<file path="config.mk">
export PLATFORM = sky130hd
export DESIGN_NAME = multi_cycle_ctrl_flat
export DESIGN_NICKNAME = d
export VERILOG_FILES = /design/src/rtl/multi_cycle_ctrl_pkg.sv /design/src/rtl/multi_cycle_ctrl_if.sv /design/src/rtl/multi_cycle_ctrl_alu_decoder.sv /design/src/rtl/multi_cycle_ctrl.sv /design/src/flat_wrapper.sv
export SDC_FILE = /design/constraint.sdc
export NUM_CORES = 1
export LEC_CHECK = 0
export ABC_AREA = 1
export CORE_MARGIN = 10
export CORE_UTILIZATION = 40
export DETAILED_ROUTE_END_ITERATION = 12
export PLACE_DENSITY = 0.81
export SLEW_MARGIN = 10
export SYNTH_ARGS = -nofsm -noshare
export SYNTH_HDL_FRONTEND = slang
export SYNTH_HIERARCHICAL = 1
export SYNTH_SLANG_ARGS = --single-unit
</file>
<file path="constraint.sdc">
create_clock -name clk -period 1.5 [get_ports clk]
set_input_delay 0.225 -clock clk [delete_from_list [all_inputs] [get_ports clk]]
set_output_delay 0.225 -clock clk [all_outputs]
set_load 0.01 [all_outputs]
</file>
<file path="src/rtl/multi_cycle_ctrl_pkg.sv">
// Shared RV32E control definitions: ALU opcodes, instruction opcodes, FSM states
// and the datapath mux encodings driven by the control FSM.
package rv32e_pkg;

  typedef enum logic [3:0] {
    ALU_ADD  = 4'd0,
    ALU_SUB  = 4'd1,
    ALU_SLT  = 4'd2,
    ALU_SLTU = 4'd3,
    ALU_AND  = 4'd4,
    ALU_OR   = 4'd5,
    ALU_XOR  = 4'd6,
    ALU_SLL  = 4'd7,
    ALU_SRL  = 4'd8,
    ALU_SRA  = 4'd9
  } alu_op_e;

  localparam logic [6:0] OPC_OP     = 7'b0110011;
  localparam logic [6:0] OPC_OP_IMM = 7'b0010011;
  localparam logic [6:0] OPC_LUI    = 7'b0110111;
  localparam logic [6:0] OPC_AUIPC  = 7'b0010111;
  localparam logic [6:0] OPC_LOAD   = 7'b0000011;
  localparam logic [6:0] OPC_STORE  = 7'b0100011;
  localparam logic [6:0] OPC_BRANCH = 7'b1100011;
  localparam logic [6:0] OPC_JAL    = 7'b1101111;
  localparam logic [6:0] OPC_JALR   = 7'b1100111;

  typedef enum logic [3:0] {
    S_FETCH    = 4'd0,
    S_DECODE   = 4'd1,
    S_EXEC_R   = 4'd2,
    S_EXEC_I   = 4'd3,
    S_MEM_ADDR = 4'd4,
    S_MEM_RD   = 4'd5,
    S_MEM_WR   = 4'd6,
    S_WB_ALU   = 4'd7,
    S_WB_MEM   = 4'd8,
    S_BRANCH   = 4'd9,
    S_JUMP     = 4'd10,
    S_TRAP     = 4'd11
  } state_e;

  typedef enum logic [1:0] {
    PC_ALU          = 2'd0,
    PC_ALUOUT       = 2'd1,
    PC_ALUOUT_ALIGN = 2'd2
  } pc_src_e;

  typedef enum logic [1:0] {
    A_RS1   = 2'd0,
    A_PC    = 2'd1,
    A_OLDPC = 2'd2,
    A_ZERO  = 2'd3
  } a_sel_e;

  typedef enum logic [1:0] {
    B_RS2  = 2'd0,
    B_IMM  = 2'd1,
    B_FOUR = 2'd2
  } b_sel_e;

  typedef enum logic [1:0] {
    WB_ALUOUT = 2'd0,
    WB_MDR    = 2'd1,
    WB_PC     = 2'd2
  } wb_sel_e;

  // Arithmetic/logic op selected by funct3 for OP and OP-IMM.
  function automatic alu_op_e f3_alu_op(input logic [2:0] funct3, input logic funct7_5);
    alu_op_e op;
    case (funct3)
      3'b000:  op = ALU_ADD;
      3'b001:  op = ALU_SLL;
      3'b010:  op = ALU_SLT;
      3'b011:  op = ALU_SLTU;
      3'b100:  op = ALU_XOR;
      3'b101:  op = funct7_5 ? ALU_SRA : ALU_SRL;
      3'b110:  op = ALU_OR;
      default: op = ALU_AND;
    endcase
    return op;
  endfunction

endpackage

</file>
<file path="src/rtl/multi_cycle_ctrl_if.sv">
// Shared memory handshake between the control FSM (master) and the memory port.
interface multi_cycle_ctrl_if;
  logic mem_req;
  logic mem_we;
  logic addr_sel;
  logic mem_ready;

  modport master (output mem_req, output mem_we, output addr_sel, input mem_ready);
  modport slave  (input mem_req, input mem_we, input addr_sel, output mem_ready);
endinterface

</file>
<file path="src/rtl/multi_cycle_ctrl_alu_decoder.sv">
// Maps {opcode, funct3, funct7[5]} to the ALU operation, operand swap and legality.
module alu_decoder
  import rv32e_pkg::*;
(
  input  logic [6:0] opcode,
  input  logic [2:0] funct3,
  input  logic       funct7_5,
  output alu_op_e    alu_op,
  output logic       alu_swap,
  output logic       legal
);

  always_comb begin
    alu_op   = ALU_ADD;
    alu_swap = 1'b0;
    legal    = 1'b1;
    case (opcode)
      OPC_OP: begin
        alu_op = f3_alu_op(funct3, funct7_5);
        legal  = !funct7_5 || (funct3 == 3'b000) || (funct3 == 3'b101);
        // The ALU computes in2 - in1, so subtraction exchanges the operands.
        if (funct3 == 3'b000 && funct7_5) begin
          alu_op   = ALU_SUB;
          alu_swap = 1'b1;
        end
      end
      OPC_OP_IMM: begin
        alu_op = f3_alu_op(funct3, funct7_5);
        legal  = !(funct3 == 3'b001 && funct7_5);
      end
      OPC_BRANCH: begin
        case (funct3)
          3'b000, 3'b001: begin
            alu_op   = ALU_SUB;
            alu_swap = 1'b1;
          end
          3'b100, 3'b101: alu_op = ALU_SLT;
          3'b110, 3'b111: alu_op = ALU_SLTU;
          default:        legal  = 1'b0;
        endcase
      end
      OPC_LUI, OPC_AUIPC, OPC_JALR: alu_op = ALU_ADD;
      default: legal = 1'b0;
    endcase
  end

endmodule

</file>
<file path="src/rtl/multi_cycle_ctrl.sv">
// Main control FSM of the multi-cycle RV32E core: sequences fetch/decode/execute/
// memory/writeback and drives the datapath enables and mux selects.
module multi_cycle_ctrl
  import rv32e_pkg::*;
#(
  parameter int unsigned BIT_WIDTH = 32
) (
  input  logic                 clk,
  input  logic                 rst_n,
  input  logic [BIT_WIDTH-1:0] instr,
  input  logic                 alu_zero,
  input  logic                 alu_lsb,
  multi_cycle_ctrl_if.master   mem,
  output logic                 ir_we,
  output logic                 pc_we,
  output logic [1:0]           pc_src,
  output logic [1:0]           alu_a_sel,
  output logic [1:0]           alu_b_sel,
  output logic                 alu_swap,
  output logic [3:0]           alu_op,
  output logic                 reg_we,
  output logic [1:0]           wb_sel,
  output logic                 illegal,
  output logic [3:0]           state_o
);

  state_e     state_q, state_d;
  logic       illegal_q;
  logic [6:0] opcode;
  logic [2:0] funct3;
  alu_op_e    dec_op;
  logic       dec_swap, dec_legal;
  logic       uses_rd, uses_rs1, uses_rs2, regs_bad, shift_bad, taken;
  logic       mem_req_c, mem_we_c, addr_sel_c, ir_we_c, pc_we_c, reg_we_c, swap_c;
  pc_src_e    pc_src_c;
  a_sel_e     a_sel_c;
  b_sel_e     b_sel_c;
  wb_sel_e    wb_sel_c;
  alu_op_e    op_c;
  logic       unused_instr;

  assign opcode       = instr[6:0];
  assign funct3       = instr[14:12];
  assign unused_instr = ^{instr[10:7], instr[18:15], instr[23:20]};

  alu_decoder u_alu_decoder (
    .opcode   (opcode),
    .funct3   (funct3),
    .funct7_5 (instr[30]),
    .alu_op   (dec_op),
    .alu_swap (dec_swap),
    .legal    (dec_legal)
  );

  // RV32E has 16 registers: any used register field with bit 4 set is illegal.
  assign uses_rd  = opcode inside {OPC_OP, OPC_OP_IMM, OPC_LUI, OPC_AUIPC, OPC_LOAD, OPC_JAL, OPC_JALR};
  assign uses_rs1 = opcode inside {OPC_OP, OPC_OP_IMM, OPC_LOAD, OPC_STORE, OPC_BRANCH, OPC_JALR};
  assign uses_rs2 = opcode inside {OPC_OP, OPC_STORE, OPC_BRANCH};
  assign regs_bad = (uses_rd && instr[11]) || (uses_rs1 && instr[19]) || (uses_rs2 && instr[24]);

  assign shift_bad = (opcode == OPC_OP_IMM) && (funct3 == 3'b001 || funct3 == 3'b101)
                     && (instr[31] || (|instr[29:25]));

  assign taken = funct3[2] ? (alu_lsb ^ funct3[0]) : (alu_zero ^ funct3[0]);

  always_ff @(posedge clk or negedge rst_n) begin
    if (!rst_n) begin
      state_q   <= S_FETCH;
      illegal_q <= 1'b0;
    end else begin
      state_q <= state_d;
      if (state_d == S_TRAP) illegal_q <= 1'b1;
    end
  end

  always_comb begin
    state_d    = state_q;
    mem_req_c  = 1'b0;
    mem_we_c   = 1'b0;
    addr_sel_c = 1'b0;
    ir_we_c    = 1'b0;
    pc_we_c    = 1'b0;
    reg_we_c   = 1'b0;
    swap_c     = 1'b0;
    pc_src_c   = PC_ALU;
    a_sel_c    = A_RS1;
    b_sel_c    = B_RS2;
    wb_sel_c   = WB_ALUOUT;
    op_c       = ALU_ADD;
    case (state_q)
      S_FETCH: begin
        mem_req_c = 1'b1;
        a_sel_c   = A_PC;
        b_sel_c   = B_FOUR;
        if (mem.mem_ready) begin
          ir_we_c = 1'b1;
          pc_we_c = 1'b1;
          state_d = S_DECODE;
        end
      end
      S_DECODE: begin
        a_sel_c = A_OLDPC;
        b_sel_c = B_IMM;
        case (opcode)
          OPC_OP:                                      state_d = S_EXEC_R;
          OPC_OP_IMM, OPC_LUI, OPC_AUIPC, OPC_JALR:    state_d = S_EXEC_I;
          OPC_LOAD, OPC_STORE:                         state_d = S_MEM_ADDR;
          OPC_BRANCH:                                  state_d = S_BRANCH;
          OPC_JAL:                                     state_d = S_JUMP;
          default:                                     state_d = S_TRAP;
        endcase
        if (regs_bad) state_d = S_TRAP;
      end
      S_EXEC_R: begin
        op_c    = dec_op;
        swap_c  = dec_swap;
        state_d = dec_legal ? S_WB_ALU : S_TRAP;
      end
      S_EXEC_I: begin
        b_sel_c = B_IMM;
        case (opcode)
          OPC_OP_IMM: op_c    = dec_op;
          OPC_LUI:    a_sel_c = A_ZERO;
          OPC_AUIPC:  a_sel_c = A_OLDPC;
          default:    a_sel_c = A_RS1;
        endcase
        state_d = (opcode == OPC_JALR) ? S_JUMP : S_WB_ALU;
        if (!dec_legal || shift_bad) state_d = S_TRAP;
      end
      S_MEM_ADDR: begin
        b_sel_c = B_IMM;
        state_d = (opcode == OPC_LOAD) ? S_MEM_RD : S_MEM_WR;
      end
      S_MEM_RD: begin
        mem_req_c  = 1'b1;
        addr_sel_c = 1'b1;
        if (mem.mem_ready) state_d = S_WB_MEM;
      end
      S_MEM_WR: begin
        mem_req_c  = 1'b1;
        mem_we_c   = 1'b1;
        addr_sel_c = 1'b1;
        if (mem.mem_ready) state_d = S_FETCH;
      end
      S_WB_ALU: begin
        reg_we_c = 1'b1;
        state_d  = S_FETCH;
      end
      S_WB_MEM: begin
        reg_we_c = 1'b1;
        wb_sel_c = WB_MDR;
        state_d  = S_FETCH;
      end
      S_BRANCH: begin
        op_c   = dec_op;
        swap_c = dec_swap;
        if (!dec_legal) begin
          state_d = S_TRAP;
        end else begin
          pc_we_c  = taken;
          pc_src_c = PC_ALUOUT;
          state_d  = S_FETCH;
        end
      end
      S_JUMP: begin
        reg_we_c = 1'b1;
        wb_sel_c = WB_PC;
        pc_we_c  = 1'b1;
        pc_src_c = (opcode == OPC_JALR) ? PC_ALUOUT_ALIGN : PC_ALUOUT;
        state_d  = S_FETCH;
      end
      default: state_d = S_TRAP;
    endcase
  end

  // State resets to FETCH, so enables are gated to stay quiet while reset is held.
  assign mem.mem_req  = rst_n & mem_req_c;
  assign mem.mem_we   = rst_n & mem_we_c;
  assign mem.addr_sel = addr_sel_c;
  assign ir_we        = rst_n & ir_we_c;
  assign pc_we        = rst_n & pc_we_c;
  assign reg_we       = rst_n & reg_we_c;
  assign pc_src       = pc_src_c;
  assign alu_a_sel    = a_sel_c;
  assign alu_b_sel    = b_sel_c;
  assign alu_swap     = swap_c;
  assign alu_op       = op_c;
  assign wb_sel       = wb_sel_c;
  assign illegal      = illegal_q;
  assign state_o      = state_q;

endmodule

</file>
<file path="src/flat_wrapper.sv">
// flat-port wrapper written by rule: the top's interface ports become plain ports
module multi_cycle_ctrl_flat import rv32e_pkg::*;
#(
  parameter int unsigned BIT_WIDTH = 32
)
  (clk, rst_n, instr, alu_zero, alu_lsb, ir_we, pc_we, pc_src, alu_a_sel, alu_b_sel, alu_swap, alu_op, reg_we, wb_sel, illegal, state_o, mem_mem_req, mem_mem_we, mem_addr_sel, mem_mem_ready);
  multi_cycle_ctrl_if mem_i ();
  input  logic clk;
  input  logic rst_n;
  input  logic [BIT_WIDTH-1:0] instr;
  input  logic alu_zero;
  input  logic alu_lsb;
  output logic ir_we;
  output logic pc_we;
  output logic [1:0] pc_src;
  output logic [1:0] alu_a_sel;
  output logic [1:0] alu_b_sel;
  output logic alu_swap;
  output logic [3:0] alu_op;
  output logic reg_we;
  output logic [1:0] wb_sel;
  output logic illegal;
  output logic [3:0] state_o;
  output wire logic [$bits(mem_i.mem_req)-1:0] mem_mem_req;
  output wire logic [$bits(mem_i.mem_we)-1:0] mem_mem_we;
  output wire logic [$bits(mem_i.addr_sel)-1:0] mem_addr_sel;
  input wire logic [$bits(mem_i.mem_ready)-1:0] mem_mem_ready;
  assign mem_mem_req = mem_i.mem_req;
  assign mem_mem_we = mem_i.mem_we;
  assign mem_addr_sel = mem_i.addr_sel;
  assign mem_i.mem_ready = mem_mem_ready;
  multi_cycle_ctrl #(.BIT_WIDTH(BIT_WIDTH)) u_core (.clk(clk), .rst_n(rst_n), .instr(instr), .alu_zero(alu_zero), .alu_lsb(alu_lsb), .mem(mem_i), .ir_we(ir_we), .pc_we(pc_we), .pc_src(pc_src), .alu_a_sel(alu_a_sel), .alu_b_sel(alu_b_sel), .alu_swap(alu_swap), .alu_op(alu_op), .reg_we(reg_we), .wb_sel(wb_sel), .illegal(illegal), .state_o(state_o));
endmodule
</file>
==> results of run 1 <==
==> timing repair <==
| action | 4_1_cts |
|---|---|
| endpoints found under the hold margin | 0 |
| resized for setup | 178 |
| buffers inserted | 15 |
| pin swaps | 27 |
| endpoints found under the setup margin | 25 |
==> cell families after synthesis <==
logic type,share of synthesized area (%)
buffers and inverters,14.4
AO/OA/AOI/OAI,13.3
flip-flops,10.7
AND/OR/NAND/NOR,60.6
multiplexers,0.962
==> stage by stage <==
step	setup TNS [ns]	area, um2	setup WS (ns)
after floorplan	-0.105	1180	-0.0261
after global placement	-12.40	2170	-0.936
after detailed placement	-13.28	2170	-1.01
after CTS	-3.04	2360	-0.224
==> impl_results.md, run 1 <==
- Port Buf Inserts: 48
- Stopped at: global routing (5_1_grt)
- Yosys top cell by area: nand2_1
- Post-CTS Hold Buffers: 0
- CTS sink count: 5
- Commonest cells post-synth: nand2_1 (49), nor2_1 (39), inv_1 (36)
- Run Error: [ERROR DPL-0033] detailed placement checks failed during check placement.
- Avg Cell Area, Syn: 5.27 um2
- Starting Density: 42.1%
- Top-count cell post-synth: nand2_1
- Worst End Pin Type: primary output
- Post-Synthesis Cell Area: 1170 um2
- CTS Buf Count: 3
- Die Span X: 74.1 um
- H-tree depth: 1
- Ys flop type: dfrtp_1
- Seq cells post-synth: 5
- Syn Nets: ~260
- Worst_ep grt: pc_we
- I/O pin cnt: 61
- Synth warn: 6
- CTS max path bufs: 2
- Sequential-to-total area share from yosys stat: 10.7%
- EDFF count, synth: 0
- Share of the synthesized area in the top cell type: 15.7%
- CTS root buf: clkbuf_4
- Placed insts: 363
- Gp weighted congestion: 0.921
- Pin count of the biggest net entering global routing: 7
- DP Wirelength: roughly 3700 um
- Post-synthesis cell type count: 28
- Chip Height: 74.1 um
- Outcome: stopped before the end
- Async set or reset register ratio after synthesis: between 90% and 100%
- Initial antenna violation count: 0
- Synth Instances: 222
- # rows: 19
- Synth top area cells: nand2_1 (16%), nor2_1 (13%), inv_1 (12%), dfrtp_1 (11%), nand3_1 (8.6%)
==> run 2: changes to the inputs <==
- CORE_UTILIZATION: 40 -> 25
- PLACE_DENSITY: 0.81 -> not set
- PLACE_DENSITY_LB_ADDON: not set -> 0.15
==> run 2 against run 1 <==
- synthesized area is the same
- the flow now finishes, with violations (negative setup slack)
- synthesized cell count is the same
==> impl_results.md, run 2 <==
- Outcome: complete, but fails checks
- Failing checks: negative setup slack
- Pin count of the biggest net entering global routing: 7
- Sequential-to-total area share from yosys stat: 10.7% (unchanged)
- CTS tree: yes
- CTS sink count: 5 (unchanged)
- Final nets: around 400
- Starting Density: 26.3% (-16 points)
- CP Class: flip-flop to output pin
- Core Area: approximately 4400 um2
- Post-Synthesis Cell Area: 1170 um2 (unchanged)
- Yosys top cell by area: nand2_1
- Critical path buffer and inverter count: 3
- First-pass GRT wire length: ~8000 um
- Synth warn: 6 (unchanged)
- Crit Reg-Reg Endpoint: u_core/illegal$_DFFE_PN0N_
- Initial antenna violation count: 0
- Post-CTS Hold Buffers: 0 (unchanged)
- Setup Viol. Count Final: 20
- Endpoints failing hold: 0
- Crit. End Element: output pin
- Critical path fanouts, max: 5
- RR Startpoint: u_core/state_o[1]$_DFF_PN0_
- Worst vdd ir: 0.556 mV
- CTS root buf: clkbuf_8
- Fmax: 570 MHz
- CP top delay family: flip-flops
- Top-count cell post-synth: nand2_1
- Syn Nets: 259 (unchanged)
- Chip Height: 88.4 um (+19%)
- DP Wirelength: 3870 um (+4.8%)
- Die area: 7820 um2
- Port Buf Inserts: 48 (unchanged)
- Critical path's largest stage delay: 0.45 ns
- I/O pin cnt: 61 (unchanged)
- Post-route clock period utilization: 117%
- Most frequent cells in the layout: buf_4 (72), nand2_1 (36), inv_1 (25)
- Pwr/cell area: ~1100 nW/um2
- # fillers: 446
- Post-route ant nets: 0
- WHS: about 0.35 ns
- Met1 WL: around 2100 um
- Worst Tran Pin Value: 0.248 ns
- Finished Layout Cells: 409
- Die Span X: 88.4 um (+19%)
- DP Area: 2280 um2 (+5.4%)
- CP required: around 1.3 ns
- Post-synthesis cell type count: 28 (unchanged)
- Min Tclk post-route: around 1.8 ns
- Fin area: roughly 2600 um2
- Gp weighted congestion: 0.870 (-5.6%)
- Pwr Total: between 2 and 3 mW
- Async set or reset register ratio after synthesis: 100% (unchanged)
- R2R setup slack: -0.07 ns
- Synth Instances: 222 (unchanged)
- Gr usage total: 12.2%
- CP Data Arrival Time: 1.53 ns
- Share of the synthesized area in the top cell type: 15.7% (unchanged)
- Worst skew pair latency: 0.22 ns
- EDFF count, synth: 0 (unchanged)
- Pleak: 1.38 nW
- # rows: 24 (+5)
- N_diodes: 0
- Commonest cells post-synth: nand2_1 (49), nor2_1 (39), inv_1 (36)
- Most common cell after layout, fill and taps aside: buf_4
- Kind of start point of the critical path: flip-flop
- Top sig layer: met4
- Avg Cell Area, Syn: 5.27 um2 (unchanged)
- Ys flop type: dfrtp_1
- Worst-case reg-to-reg path depth: 14
- CTS Buf Count: 3 (unchanged)
- Final Skew: 0.00223 ns
- H-tree depth: 1 (unchanged)
- Setup tns final: -2.77 ns
- Routed length on met3: 217 um
- Final core utilization: 59.4%
- Dpl ws: -1.02 ns (-0.00239 ns)
- First drt pass iteration count: 4
- Final setup margin: -0.254 ns
- DR iter-0 viols: 50
- CP cell instances: nor2_4 > inv_4 > nor2_4 > inv_1 > o21a_1 > nor2_1 > buf_2
- Via count: 1842
- Grt ovf: 0
- Worst-path clk slew: 0.03 ns
- Seq cells post-synth: 5 (unchanged)
- DRC Markers: 0
- Max-Cap Viols: 0
- CP most frequent cell: nor2_4
- Worst Hold Class: primary input to asynchronous set/reset pin
- WL/cell: roughly 12 um
- Slowest cell on the critical path: dfrtp_2
- Synth top area cells: nand2_1 (16%), nor2_1 (13%), inv_1 (12%), dfrtp_1 (11%), nand3_1 (8.6%)
- Placed insts: 396 (+9.1%)
- Synth-to-Final Area Change: 126%
- Total wire length: between 5000 and 6000 um
- Slew HR: a little over four fifths
- CTS max path bufs: 2 (unchanged)
- Vias in the first global route: around 1900
- Number of flip-flops in the largest register: 4
- Number of vias per cell: ~4.5
- RSZ-0062 raised after global routing: yes
- Share of layout cells above drive strength 1: 61.3%
- Met2 wire len: 2730 um
- Max-slew violations: 0
-- run 2: cell counts after synthesis --
Identical to the previous run, type by type.
-- run 2: final cells by class --
| class | instances | area (um2) | area share [%] |
|---|---|---|---|
| inverters | 45 | 183 | 6.92 |
| repair buffers | 131 | 1040 | 39.3 |
| multi-input cells | 172 | 1180 | 44.7 |
| flip-flops and latches | 5 | 129 | 4.88 |
| well taps | 52 | 65.1 | 2.47 |
| clock buffers | 4 | 45.0 | 1.71 |
-- run 2: worst max-delay path by stage --
stage                                startpoint        end  slack, ns  cells past startpoint
global placement                      instr[14]      pc_we      -1.00                     12
detailed placement                    instr[12]      pc_we      -1.02                     13
finish              u_core/state_o[3]$_DFF_PN0_  alu_op[0]      -0.25                      7
CTS                 u_core/state_o[2]$_DFF_PN0_  alu_op[0]      -0.21                      7
floorplan           u_core/state_o[3]$_DFF_PN0_  alu_op[0]      -0.03                      6
global route        u_core/state_o[2]$_DFF_PN0_      pc_we      -0.33                      8
-- run 2: power by group --
group	leakage (nW)	internal (mW)	total, mW	switching [mW]
sequential	0.0539	0.191	0.274	0.0833
clock	0.0228	0.182	0.242	0.0599
combinational	1.31	1.09	2.27	1.18
-- run 2: timing repair --
action / 4_1_cts / 5_1_grt
resized for setup: 179 / 56
endpoints found under the setup margin: 24 / 25
pin swaps: 22 / 23
setup buffers: 7 / 4
-- run 2: metal layers --
layer  up-vias  track usage [%]
li1        964                -
met1       834             13.7
met2        38             23.2
met3         6             2.67
met4         0             2.35
met5         -                0
-- run 2: kinds of logic (layout without fill, tap and decap cells) --
| kind of cell | after synthesis | count (layout) | synth area share, % |
|---|---|---|---|
| AND/OR/NAND/NOR | 145 | 145 | 60.6 |
| buffers and inverters | 45 | 180 | 14.4 |
| AO/OA/AOI/OAI | 26 | 26 | 13.3 |
| flip-flops | 5 | 5 | 10.7 |
| multiplexers | 1 | 1 | 0.962 |
Power figures use the tool's default switching activity.
